File: src/rtl/matrix_op_sequencer.sv
// matrix_op_sequencer: latches two 5x5 operand matrices and steps the element
// ALU through them one element pair per cycle, building the result matrix.
// Matrix multiply sweeps the inner index and accumulates partial products.
module matrix_op_sequencer (
  input  logic         clk,
  input  logic         rst,
  input  logic         start,
  input  logic [2:0]   op,
  input  logic [2:0]   s,
  input  logic [199:0] mat_a,
  input  logic [199:0] mat_b,
  input  logic [7:0]   scalar,
  output logic [2:0]   alu_op,
  output logic [7:0]   alu_a,
  output logic [7:0]   alu_b,
  output logic [2:0]   alu_s,
  input  logic [7:0]   alu_result,
  output logic [199:0] result,
  output logic         busy,
  output logic         done,
  output logic         err
);

  localparam logic [2:0] OP_ADD   = 3'b000;
  localparam logic [2:0] OP_SUB   = 3'b001;
  localparam logic [2:0] OP_MULT  = 3'b010;
  localparam logic [2:0] OP_MULTR = 3'b011;
  localparam logic [2:0] OP_DET   = 3'b100;
  localparam logic [2:0] OP_TRANS = 3'b101;
  localparam logic [2:0] OP_OPP   = 3'b110;
  localparam logic [2:0] OP_CLEAR = 3'b111;

  typedef enum logic [1:0] {IDLE, RUN, DONE} state_t;

  state_t         state_q, state_d;
  logic [2:0]     op_q, op_d;
  logic [2:0]     n_q, n_d;
  logic [199:0]   a_q, a_d;
  logic [199:0]   b_q, b_d;
  logic [7:0]     scalar_q, scalar_d;
  logic [199:0]   result_q, result_d;
  logic [7:0]     acc_q, acc_d;
  logic [2:0]     i_q, i_d;
  logic [2:0]     j_q, j_d;
  logic [2:0]     k_q, k_d;
  logic           err_q, err_d;

  logic [2:0]     last_idx;
  logic [7:0]     mac;
  logic           step_ij;

  // Bit offset of element (r,c) inside a flat row-major 5x5 matrix bus.
  function automatic logic [7:0] elem_base(input logic [2:0] r, input logic [2:0] c);
    return ({5'd0, r} * 8'd5 + {5'd0, c}) * 8'd8;
  endfunction

  function automatic logic [7:0] elem(input logic [199:0] m, input logic [2:0] r,
                                      input logic [2:0] c);
    return m[elem_base(r, c) +: 8];
  endfunction

  assign last_idx = n_q - 3'd1;
  assign mac      = (k_q == 3'd0) ? alu_result : acc_q + alu_result;

  // Present the current element pair to the ALU; the ALU sees zeros outside RUN.
  always_comb begin
    alu_op = 3'd0;
    alu_a  = 8'd0;
    alu_b  = 8'd0;
    if (state_q == RUN) begin
      alu_op = op_q;
      case (op_q)
        OP_MULT: begin
          alu_a = elem(a_q, i_q, k_q);
          alu_b = elem(b_q, k_q, j_q);
        end
        OP_MULTR: begin
          alu_a = elem(a_q, i_q, j_q);
          alu_b = scalar_q;
        end
        OP_TRANS: begin
          alu_a = elem(a_q, j_q, i_q);
          alu_b = 8'd1;
        end
        OP_OPP: begin
          alu_a = elem(a_q, i_q, j_q);
          alu_b = 8'hFF;
        end
        default: begin
          alu_a = elem(a_q, i_q, j_q);
          alu_b = elem(b_q, i_q, j_q);
        end
      endcase
    end
  end

  // Next-state logic: operand capture on start, element sweep, result write-back.
  always_comb begin
    state_d  = state_q;
    op_d     = op_q;
    n_d      = n_q;
    a_d      = a_q;
    b_d      = b_q;
    scalar_d = scalar_q;
    result_d = result_q;
    acc_d    = acc_q;
    i_d      = i_q;
    j_d      = j_q;
    k_d      = k_q;
    err_d    = err_q;
    step_ij  = 1'b0;

    case (state_q)
      IDLE: begin
        if (start) begin
          op_d     = op;
          n_d      = s;
          a_d      = mat_a;
          b_d      = mat_b;
          scalar_d = scalar;
          result_d = '0;
          acc_d    = 8'd0;
          i_d      = 3'd0;
          j_d      = 3'd0;
          k_d      = 3'd0;
          err_d    = 1'b0;
          if (op == OP_DET || s < 3'd2 || s > 3'd5) begin
            err_d   = 1'b1;
            state_d = DONE;
          end else if (op == OP_CLEAR) begin
            state_d = DONE;
          end else begin
            state_d = RUN;
          end
        end
      end

      RUN: begin
        if (op_q == OP_MULT) begin
          acc_d = mac;
          if (k_q == last_idx) begin
            result_d[elem_base(i_q, j_q) +: 8] = mac;
            k_d     = 3'd0;
            step_ij = 1'b1;
          end else begin
            k_d = k_q + 3'd1;
          end
        end else begin
          result_d[elem_base(i_q, j_q) +: 8] = alu_result;
          step_ij = 1'b1;
        end

        if (step_ij) begin
          if (j_q == last_idx) begin
            j_d = 3'd0;
            if (i_q == last_idx) begin
              i_d     = 3'd0;
              state_d = DONE;
            end else begin
              i_d = i_q + 3'd1;
            end
          end else begin
            j_d = j_q + 3'd1;
          end
        end
      end

      DONE: state_d = IDLE;

      default: state_d = IDLE;
    endcase
  end

  // State and datapath registers with synchronous reset.
  always_ff @(posedge clk) begin
    if (rst) begin
      state_q  <= IDLE;
      op_q     <= 3'd0;
      n_q      <= 3'd0;
      a_q      <= '0;
      b_q      <= '0;
      scalar_q <= 8'd0;
      result_q <= '0;
      acc_q    <= 8'd0;
      i_q      <= 3'd0;
      j_q      <= 3'd0;
      k_q      <= 3'd0;
      err_q    <= 1'b0;
    end else begin
      state_q  <= state_d;
      op_q     <= op_d;
      n_q      <= n_d;
      a_q      <= a_d;
      b_q      <= b_d;
      scalar_q <= scalar_d;
      result_q <= result_d;
      acc_q    <= acc_d;
      i_q      <= i_d;
      j_q      <= j_d;
      k_q      <= k_d;
      err_q    <= err_d;
    end
  end

  assign alu_s  = n_q;
  assign result = result_q;
  assign busy   = (state_q == RUN);
  assign done   = (state_q == DONE);
  assign err    = err_q;

endmodule

File: config.mk
export PLATFORM = sky130hd
export DESIGN_NAME = matrix_op_sequencer
export DESIGN_NICKNAME = d
export VERILOG_FILES = /design/src/rtl/matrix_op_sequencer.sv
export SDC_FILE = /design/constraint.sdc
export NUM_CORES = 1
export LEC_CHECK = 0
export CAP_MARGIN = 20
export CELL_PAD_IN_SITES_DETAIL_PLACEMENT = 1
export CELL_PAD_IN_SITES_GLOBAL_PLACEMENT = 1
export CORE_MARGIN = 2
export CORE_UTILIZATION = 39
export CTS_CLUSTER_DIAMETER = 100
export DETAILED_ROUTE_END_ITERATION = 10
export PLACE_DENSITY_LB_ADDON = 0.1
export REMOVE_ABC_BUFFERS = 1
export SLEW_MARGIN = 20
export SYNTH_ARGS = -nofsm -noshare
export SYNTH_HDL_FRONTEND = slang
export SYNTH_SLANG_ARGS = --single-unit
File: constraint.sdc
create_clock -name clk -period 12.5 [get_ports clk]
set_input_delay 3.75 -clock clk [delete_from_list [all_inputs] [get_ports clk]]
set_output_delay 3.75 -clock clk [all_outputs]
set_load 0.02 [all_outputs]
======== Word-level counts from Yosys, hierarchy flattened ========
Cells that the tools add are included.
storage, ports and cells
  register bits ........................... 634
  bits in latches ......................... 0
  bits in writable memories ............... 0
  bits in read-only memories .............. 0
  input bits .............................. 425
  output and inout bits ................... 225
  word-level logic and storage cells ...... 100
  memories ................................ 0
cells by class
  $add $sub $neg .......................... 10
  $mul .................................... 3
  divide/modulo/power cells ............... 0
  magnitude comparators ................... 2
  equality and inequality tests ........... 17
  shift operators ......................... 8
  mux-type cells .......................... 37
  bitwise gates (word level) .............. 0
  reduce and logical (&&, ||, !) cells .... 11
operators by type and width
  cell                      count
  $shiftx 200x9->8          5
  $mux 200                  3
  $bwmux 200                2
  $pmux 200 s2              1
  $shiftx 8x10->200         2
  $shift 8x10->200 const A  1
  $mux 8                    5
  $pmux 8 s2                2
  $pmux 8 s4                1
  $mux 3                    9
  $add 5x3->5               4
  $pmux 3 s2                3
  $mul 3x3->5 const B       3
  $eq 3x3->1 const B        4
  $mux 2                    6
  $neg 8->10                1
  $add 3x1->3 const B       3
  $eq 3x3->1                3
  $reduce_and 3->1          3
  $add 8x8->8               1
  $ne 2x1->1 const B        4
  $reduce_and 4->1          2
  $eq 3x2->1 const B        2
  $mux 1                    4
  13 further kinds          14

======== Logic depth before layout (Yosys ltp) ========
Gate-level depths: netlist of run 1.
  word-level depth ........................ 8
  depth in mapped cells ................... 13
  depth with buffers taken out ............ 11

======== Worst setup path after synthesis of run 1 ========
Ideal clock, no wire load.
  kind .................................... register -> output
  start point ............................. reg j_q[2]
  end point ............................... out alu_a[6]
  arrival ................................. 3.261 ns
  data required time ...................... 8.750 ns
  setup slack ............................. 5.489 ns
  stages on the path, launching flop included .. 11
  cells stage by stage .................... dfxtp_1 -> ha_1 -> ha_1 -> inv_1 -> fa_1 -> o221ai_2 -> clkbuf_1 -> mux4_2 -> nand3_1 -> nand2_1 -> a211oi_1
between the ends
  cells in the longest elaborated chain, start to end .. 5
  elaborated cells between the ends (all ways) .. 7
RTL lines
  item                      line  text
  start: declaration        44    logic [2:0] j_q, j_d;
  start signal: assignment  199   j_q <= j_d;
  $mul 3x3->5               54    return ({5'd0, r} * 8'd5 + {5'd0, c}) * 8'd8;
  $add 5x3->5               54
  $shiftx 200x9->8          59    return m[elem_base(r, c) +: 8];
  $pmux 8 s2 *              72    case (op_q)
  $mux 8 *                  70    if (state_q == RUN) begin
  end: declaration          14    output logic [7:0] alu_a,
Mark *: on every way between the ends. The rest lies on a longest branch, timed or not.

======== Worst setup path after layout of run 1 ========
  start point ............................. reg i_q[0]
  end point ............................... out alu_a[7]
between the ends
  cells in the longest elaborated chain, start to end .. 5
  elaborated cells between the ends (all ways) .. 9
RTL lines
  item                      line  text
  start: declaration        43    logic [2:0] i_q, i_d;
  start signal: assignment  198   i_q <= i_d;
  $mul 3x3->5               54
  $add 5x3->5               54
  $shiftx 200x9->8          59
  $pmux 8 s2 *              72
  $mux 8 *                  70
Marked as above.

==> summary.md, run 1 <==
| Metric | Value |
|---|---|
| Layout area overhead | 33.6% |
| # rows | 97 |
| # IOs | 650 |
| CP startpoint kind | flip-flop |
| Fin Hold WS | 0.451 ns |
| Post-route insts no fill | 4977 |
| Worst path max stage delay | 0.77 ns |
| Period utilization | 72.1% |
| Post-synth EDFFs | 0 |
| Post-synthesis mux area share | 5.39% |
| Clock Tree Buf Depth | 3 |
| Initial Util | 39.6% |
| Initial antenna violation count | 15 |
| Mapped cell area | 27800 sq um |
| VDD IR max | 0.127 mV |
| Bufs and invs on worst path | 1 |
| Pwr Density | 164 nW/um^2 |
| Buffers on Ports | 649 |
| Compound-cell area share of the yosys netlist | 20.5% |
| CP most frequent cell | ha_1 |
| Synth cell count leaders | 1111 x nand2_1, 634 x dfxtp_1, 516 x a21oi_1 |
| Hold Vio Cnt, Final | 0 |
| Max-cap violation count | 0 |
| Placed cells | 4844 |
| Setup CP Type | reg2out |
| Iteration count of the initial detailed-routing pass | 5 |
| Worst-path clk slew | 0.06 ns |
| Max Freq | 111 MHz |
| Worst Hold Class | reg2reg |
| # DRC | 0 |
| Async S/R FF share, synth | 0% |
| Area leader, netlist | dfxtp_1 |
| Per-instance average area after synthesis | 8.00 sq um |
| First-pass GRT wire length | 166 mm |
| DP Area | 34800 sq um |
| Die Ht | 271 um |
| Slew Limit Fails | 0 |
| DIE AREA | 73400 sq um |
| Ratio of cells with drive above 1 in the final layout | 4.92% |
| RD Place Congestion | 0.876 |
| Die width | 271 um |
| Total Routing Usage GR | 28.9% |
| Relative slew slack | 21.6% |
| Required time of the worst setup path | 8.75 ns |
| Number of global-route vias before repair | 27700 |
| Final ANT Viol Nets | 0 |
| Final non-filler cell area | 37100 sq um |
| Outcome | finished, final reports clean |
| Sum of negative setup slack | 0 ns |
| Detailed placement HPWL | 77.1 mm |
| Synth top area share | 45.6% |
| RSZ-0062 raised after global routing | false |
| Post-Synth Adder-Cell Area | 1.94% |
| H-tree depth | 3 |
| Worst-Skew Late Latency | 0.61 ns |
| Root Driver | clkbuf_16 |
| Synth area leaders | dfxtp_1 46%, nand2_1 15%, a21oi_1 9.3%, mux2i_1 4.5%, clkbuf_1 2.7% |
| Seq/Total Area, Yosys | 45.6% |
| Combinational family with the most area after synthesis | simple AND/OR/NAND/NOR gates |
| CP max stage cell | xnor2_1 |
| Clock skew | 0.0237 ns |
| Final setup vio count | 0 |
| Layout Nets | 4442 |
| Largest net degree at the start of global routing | 234 |
| Unique cell type count in the Yosys netlist | 79 |
| Clk sink count | 634 |
| Syn Inst Count | 3476 |
| Overflow after GRT | 0 |
| Yosys reg bits | 634 |
| Core Box Area | 70300 sq um |
| Overall power | 6.09 mW |
| Hold buffer count at cts | 0 |
| Top_reg_cell synth | dfxtp_1 |
| CP cell instances | ha_1 > ha_1 > xnor2_1 > o221a_2 > and2_1 > and3_1 > a21oi_1 > a211oi_1 > clkdlybuf4s50_1 |
| DR WL/cell | 22.1 um |
| Minimum clock period | 9.02 ns |
| Worst-path fanout max | 10 |
| Pleak | 13.4 nW |
| Routed WL | 110 mm |
| Setup bufs post-CTS | 0 |
| CTS resizes | 0 |
| Vias per inst | 5.48 |
| Vias | 27300 |
| YS warnings | 0 |
| Worst-Margin Slew | 1.18 ns |
| Inserted Clock Buffers | 71 |
| CP endpoint kind | primary output |
| Post-Synth XOR/XNOR Area | 1.10% |
| Post-Synth Simple-Gate Area | 21.5% |
| CTS tree | yes |
| DRT iter0 DRCs | 2076 |
| Crit path max-delay family | compound AO/OA/AOI/OAI gates |
| Arr. time, crit path | 5.27 ns |
| Most frequent cell after synthesis | nand2_1 |
path summary, 6_finish.rpt:
check | from | slack [ns] | endpoint | depth (start not counted)
worst max-delay path | i_q[0]$_SDFFE_PP0P_ | 3.48 | alu_a[7] | 9
worst min-delay path | a_q[186]$_SDFFE_PP0P_ | 0.45 | a_q[186]$_SDFFE_PP0P_ | 2
worst max register to register | i_q[0]$_SDFFE_PP0P_ | 7.73 | result[33]$_SDFFE_PP0P_ | 9
worst min register to register | a_q[186]$_SDFFE_PP0P_ | 0.45 | a_q[186]$_SDFFE_PP0P_ | 2
area by class of cell:
type | instances | area, sq um
Clock buffer | 110 | 2140
Timing Repair Buffer | 687 | 6820
Tap cell | 940 | 1180
Inverter | 13 | 48.8
Clock inverter | 14 | 166
Multi-Input combinational cell | 2570 | 14100
Fill cell | 8282 | 33100
Antenna cell | 9 | 22.5
Sequential cell | 634 | 12700
worst register-to-register path, stage by stage, from the launching register on:
cell and delay [ns]:
dfxtp_1 0.49, ha_1 0.31, ha_1 0.39, xnor2_1 0.77
nand3_1 0.18, o2111ai_1 0.45, nor3b_4 0.97, and2_1 0.58
nand2_1 0.27, o21ai_0 0.28
routing by layer:
| metal | global-route usage [%] | vias up | part of all wire [%] |
|---|---|---|---|
| met3 | 4.67 | 196 | 4.9 |
| met5 | 0 | - | 0.084 |
| met4 | 10.4 | 14 | 3.6 |
| li1 | - | 13000 | - |
| met1 | 36.1 | 13400 | 42 |
| met2 | 49.9 | 715 | 50 |
power by group:
part / switching [mW] / total [mW] / internal (mW) / leakage [nW]
sequential: 0.119 / 2.34 / 2.22 / 5.17
clock: 0.861 / 2.10 / 1.24 / 1.13
combinational: 1.10 / 1.65 / 0.550 / 7.06
total: 2.08 / 6.09 / 4.01 / 13.4
cells in the final DEF, fill, tap and decap left out, types with 33 or more instances in the layout:
cell type           n
nor2_1             85
mux2i_1           124
dfxtp_1           634
a311oi_1           33
a22o_1             62
a21oi_1           514
buf_4              35
clkdlybuf4s50_1   648
o21ai_0            77
nand3_1           131
nand2_1          1111
ha_1               35
a211oi_1           37
clkbuf_16          74
logic make-up after synthesis:
family | Yosys count
flops | 634
compound gates | 922
fa+ha+maj | 40
buf+inv | 272
xor+xnor | 30
mux | 139
simple gates | 1439
state kept, by name (all words and copies together), names as in the netlist:
signal    count
a_q         200
b_q         200
result      200
acc_q         8
scalar_q      8
alu_s         3
i_q           3
j_q           3
k_q           3
op_q          3
state_q       2
err           1
stage by stage:
stage	setup WS (ns)	utilization, %
floorplan	-19.95	-
global placement	4.22	49.5
detailed placement	4.05	49.5
CTS	3.43	52.8
global route	3.20	52.9
finish	3.48	52.9
(Power assumes the default switching activity.)
==> run 2: changes to the inputs <==
--- a/config.mk
+++ b/config.mk
@@ -9,7 +9,7 @@
 export CELL_PAD_IN_SITES_DETAIL_PLACEMENT = 1
 export CELL_PAD_IN_SITES_GLOBAL_PLACEMENT = 1
 export CORE_MARGIN = 2
-export CORE_UTILIZATION = 39
+export CORE_UTILIZATION = 33
 export CTS_CLUSTER_DIAMETER = 100
 export DETAILED_ROUTE_END_ITERATION = 10
 export PLACE_DENSITY_LB_ADDON = 0.1
==> constraint.sdc (replaced) <==
create_clock -name clk -period 7.4 [get_ports clk]
set_input_delay 2.22 -clock clk [delete_from_list [all_inputs] [get_ports clk]]
set_output_delay 2.22 -clock clk [all_outputs]
set_load 0.02 [all_outputs]
==> run 2 against run 1 <==
Effect of this change:
- sequential power rose by 69%
- clock-buffer cell count fell by 9
- final cell count rose by 3.0%
- clock skew fell by 0.0015 ns
- critical path type unchanged
- wire length rose by 2.1%
- sequential share of layout area fell by 0.51 points
- global-route usage fell by 3.7 points
- highest routed layer unchanged
==> summary.md, run 2 (synthesis results as in run 1) <==
| Metric | Value |
|---|---|
| Minimum clock period | 7.15 ns |
| Register area | 12700 sq um |
| RSZ-0062 raised after global routing | false |
| Initial antenna violation count | 7 |
| Detailed placement HPWL | 81.1 mm |
| Final ANT Viol Nets | 0 |
| Worst path max stage delay | 0.66 ns |
| Buffers on Ports | 649 |
| Max-cap violation count | 0 |
| Overflow after GRT | 0 |
| CP endpoint kind | primary output |
| Core Box Area | 83600 sq um |
| Ratio of cells with drive above 1 in the final layout | 5.56% |
| Vias | 26900 |
| Relative slew slack | 27.4% |
| Area of the multi-input gates | 14100 sq um |
| Period utilization | 96.7% |
| Number of global-route vias before repair | 27100 |
| Worst-Margin Slew | 1.09 ns |
| Layout Nets | 4451 |
| Reg2Reg Launch Point | i_q[0]$_SDFFE_PP0P_ |
| Layout area overhead | 35.6% |
| Slew Limit Fails | 0 |
| Worst-path clk slew | 0.06 ns |
| Routed WL | 112 mm |
| Hold buffer count at cts | 0 |
| Largest net degree at the start of global routing | 207 |
| Total Routing Usage GR | 25.2% |
| Inserted Clock Buffers | 74 |
| Clock Tree Buf Depth | 3 |
| CP cell instances | ha_1 > ha_1 > a21oi_1 > o21ai_1 > nand3_1 > o21ai_1 > a311oi_1 > o31ai_1 > o21a_1 > clkdlybuf4s50_1 |
| CP startpoint | i_q[0]$_SDFFE_PP0P_ |
| # rows | 106 |
| Root Driver | clkbuf_16 |
| Worst-path fanout max | 8 |
| Setup ws final | 0.248 ns |
| DIE AREA | 86600 sq um |
| Max Freq | 140 MHz |
| CP startpoint kind | flip-flop |
| Commonest cells after routing, fill and taps aside | 1111 x nand2_1, 648 x clkdlybuf4s50_1, 634 x dfxtp_1 |
| Die width | 294 um |
| Worst-Skew Late Latency | 0.63 ns |
| Required time of the worst setup path | 5.18 ns |
| Worst Hold Class | reg2reg |
| Pleak | 13.6 nW |
| Setup CP Type | reg2out |
| DR WL/cell | 21.9 um |
| Clk sink count | 634 |
| Clock skew | 0.0222 ns |
| Crit path max-delay family | compound AO/OA/AOI/OAI gates |
| Final setup vio count | 0 |
| HP Start | scalar_q[1]$_SDFFE_PP0P_ |
| Overall power | 10.7 mW |
| First-pass GRT wire length | 167 mm |
| Hold Vio Cnt, Final | 0 |
| Vias per inst | 5.25 |
| Pwr Density | 284 nW/um^2 |
| Commonest non-fill, non-tap cell in the layout | nand2_1 |
| CTS tree | yes |
| RD Place Congestion | 0.825 |
| VDD IR max | 0.173 mV |
| DRT iter0 DRCs | 1568 |
| H-tree depth | 3 |
| Final core occ | 45.1% |
| # DRC | 0 |
| Iteration count of the initial detailed-routing pass | 5 |
| Bufs and invs on worst path | 1 |
| Place WS | 0.865 ns |
| CP max stage cell | clkdlybuf4s50_1 |
| Arr. time, crit path | 4.93 ns |
| # IOs | 650 |
| Outcome | finished, final reports clean |
| Layout fillers | 9876 |
| Die Ht | 294 um |
| Initial Util | 33.3% |
## run 2: area by class of cell
class	count	area share, %
Timing Repair Buffer	693	18.3
Clock buffer	101	5.64
Antenna cell	2	0.0133
Sequential cell	634	33.7
Inverter	13	0.129
Multi-Input combinational cell	2570	37.3
Tap cell	1080	3.58
Clock inverter	35	1.29
## run 2: final timing paths
check / end / slack (ns) / cells after the start
min reg2reg: scalar_q[1]$_SDFFE_PP0P_ / 0.45 / 2
min: scalar_q[1]$_SDFFE_PP0P_ / 0.45 / 2
max: alu_b[4] / 0.25 / 10
max reg2reg: result[39]$_SDFFE_PP0P_ / 2.60 / 8
## run 2: metal layers
metal	vias to the layer above	global-route usage, %	part of all wire (%)
met3	198	4.43	4.5
met2	618	44.1	50
met5	-	0	0.063
li1	13000	-	-
met1	13100	30.5	41
met4	10	9.78	3.9
## run 2: worst reg2reg max path, delay by kind of cell (launching register included)
family | cells | cell delay [ns]
AND/OR/NAND/NOR | 4 | 2.49
adder cells (fa/ha/maj) | 2 | 0.85
XOR/XNOR | 1 | 0.68
flip-flops | 1 | 0.48
AO/OA/AOI/OAI | 1 | 0.23
## run 2: power by group
| part | total (mW) | internal, mW | switching, mW |
|---|---|---|---|
| registers | 3.95 | 3.75 | 0.200 |
| clock network | 3.93 | 2.38 | 1.55 |
| logic | 2.83 | 0.949 | 1.88 |
| total | 10.7 | 7.07 | 3.63 |
## run 2: timing repair
| action | in CTS | in global routing |
|---|---|---|
| endpoints found under the setup margin | 0 | 2 |
| resized for setup | 0 | 2 |
| buffers inserted | 0 | 0 |
## run 2: through the flow
stage          setup TNS, ns  instances  hold WS, ns  instance area [sq um]
2_1_floorplan       -9976.18       3217        0.425                  26800
3_3_place_gp               0       4990        0.434                  35100
3_5_place_dp               0       4990        0.447                  35100
4_1_cts                    0       5126        0.455                  37700
5_1_grt                    0       5128        0.471                  37700
6_report                   0       5128        0.453                  37700
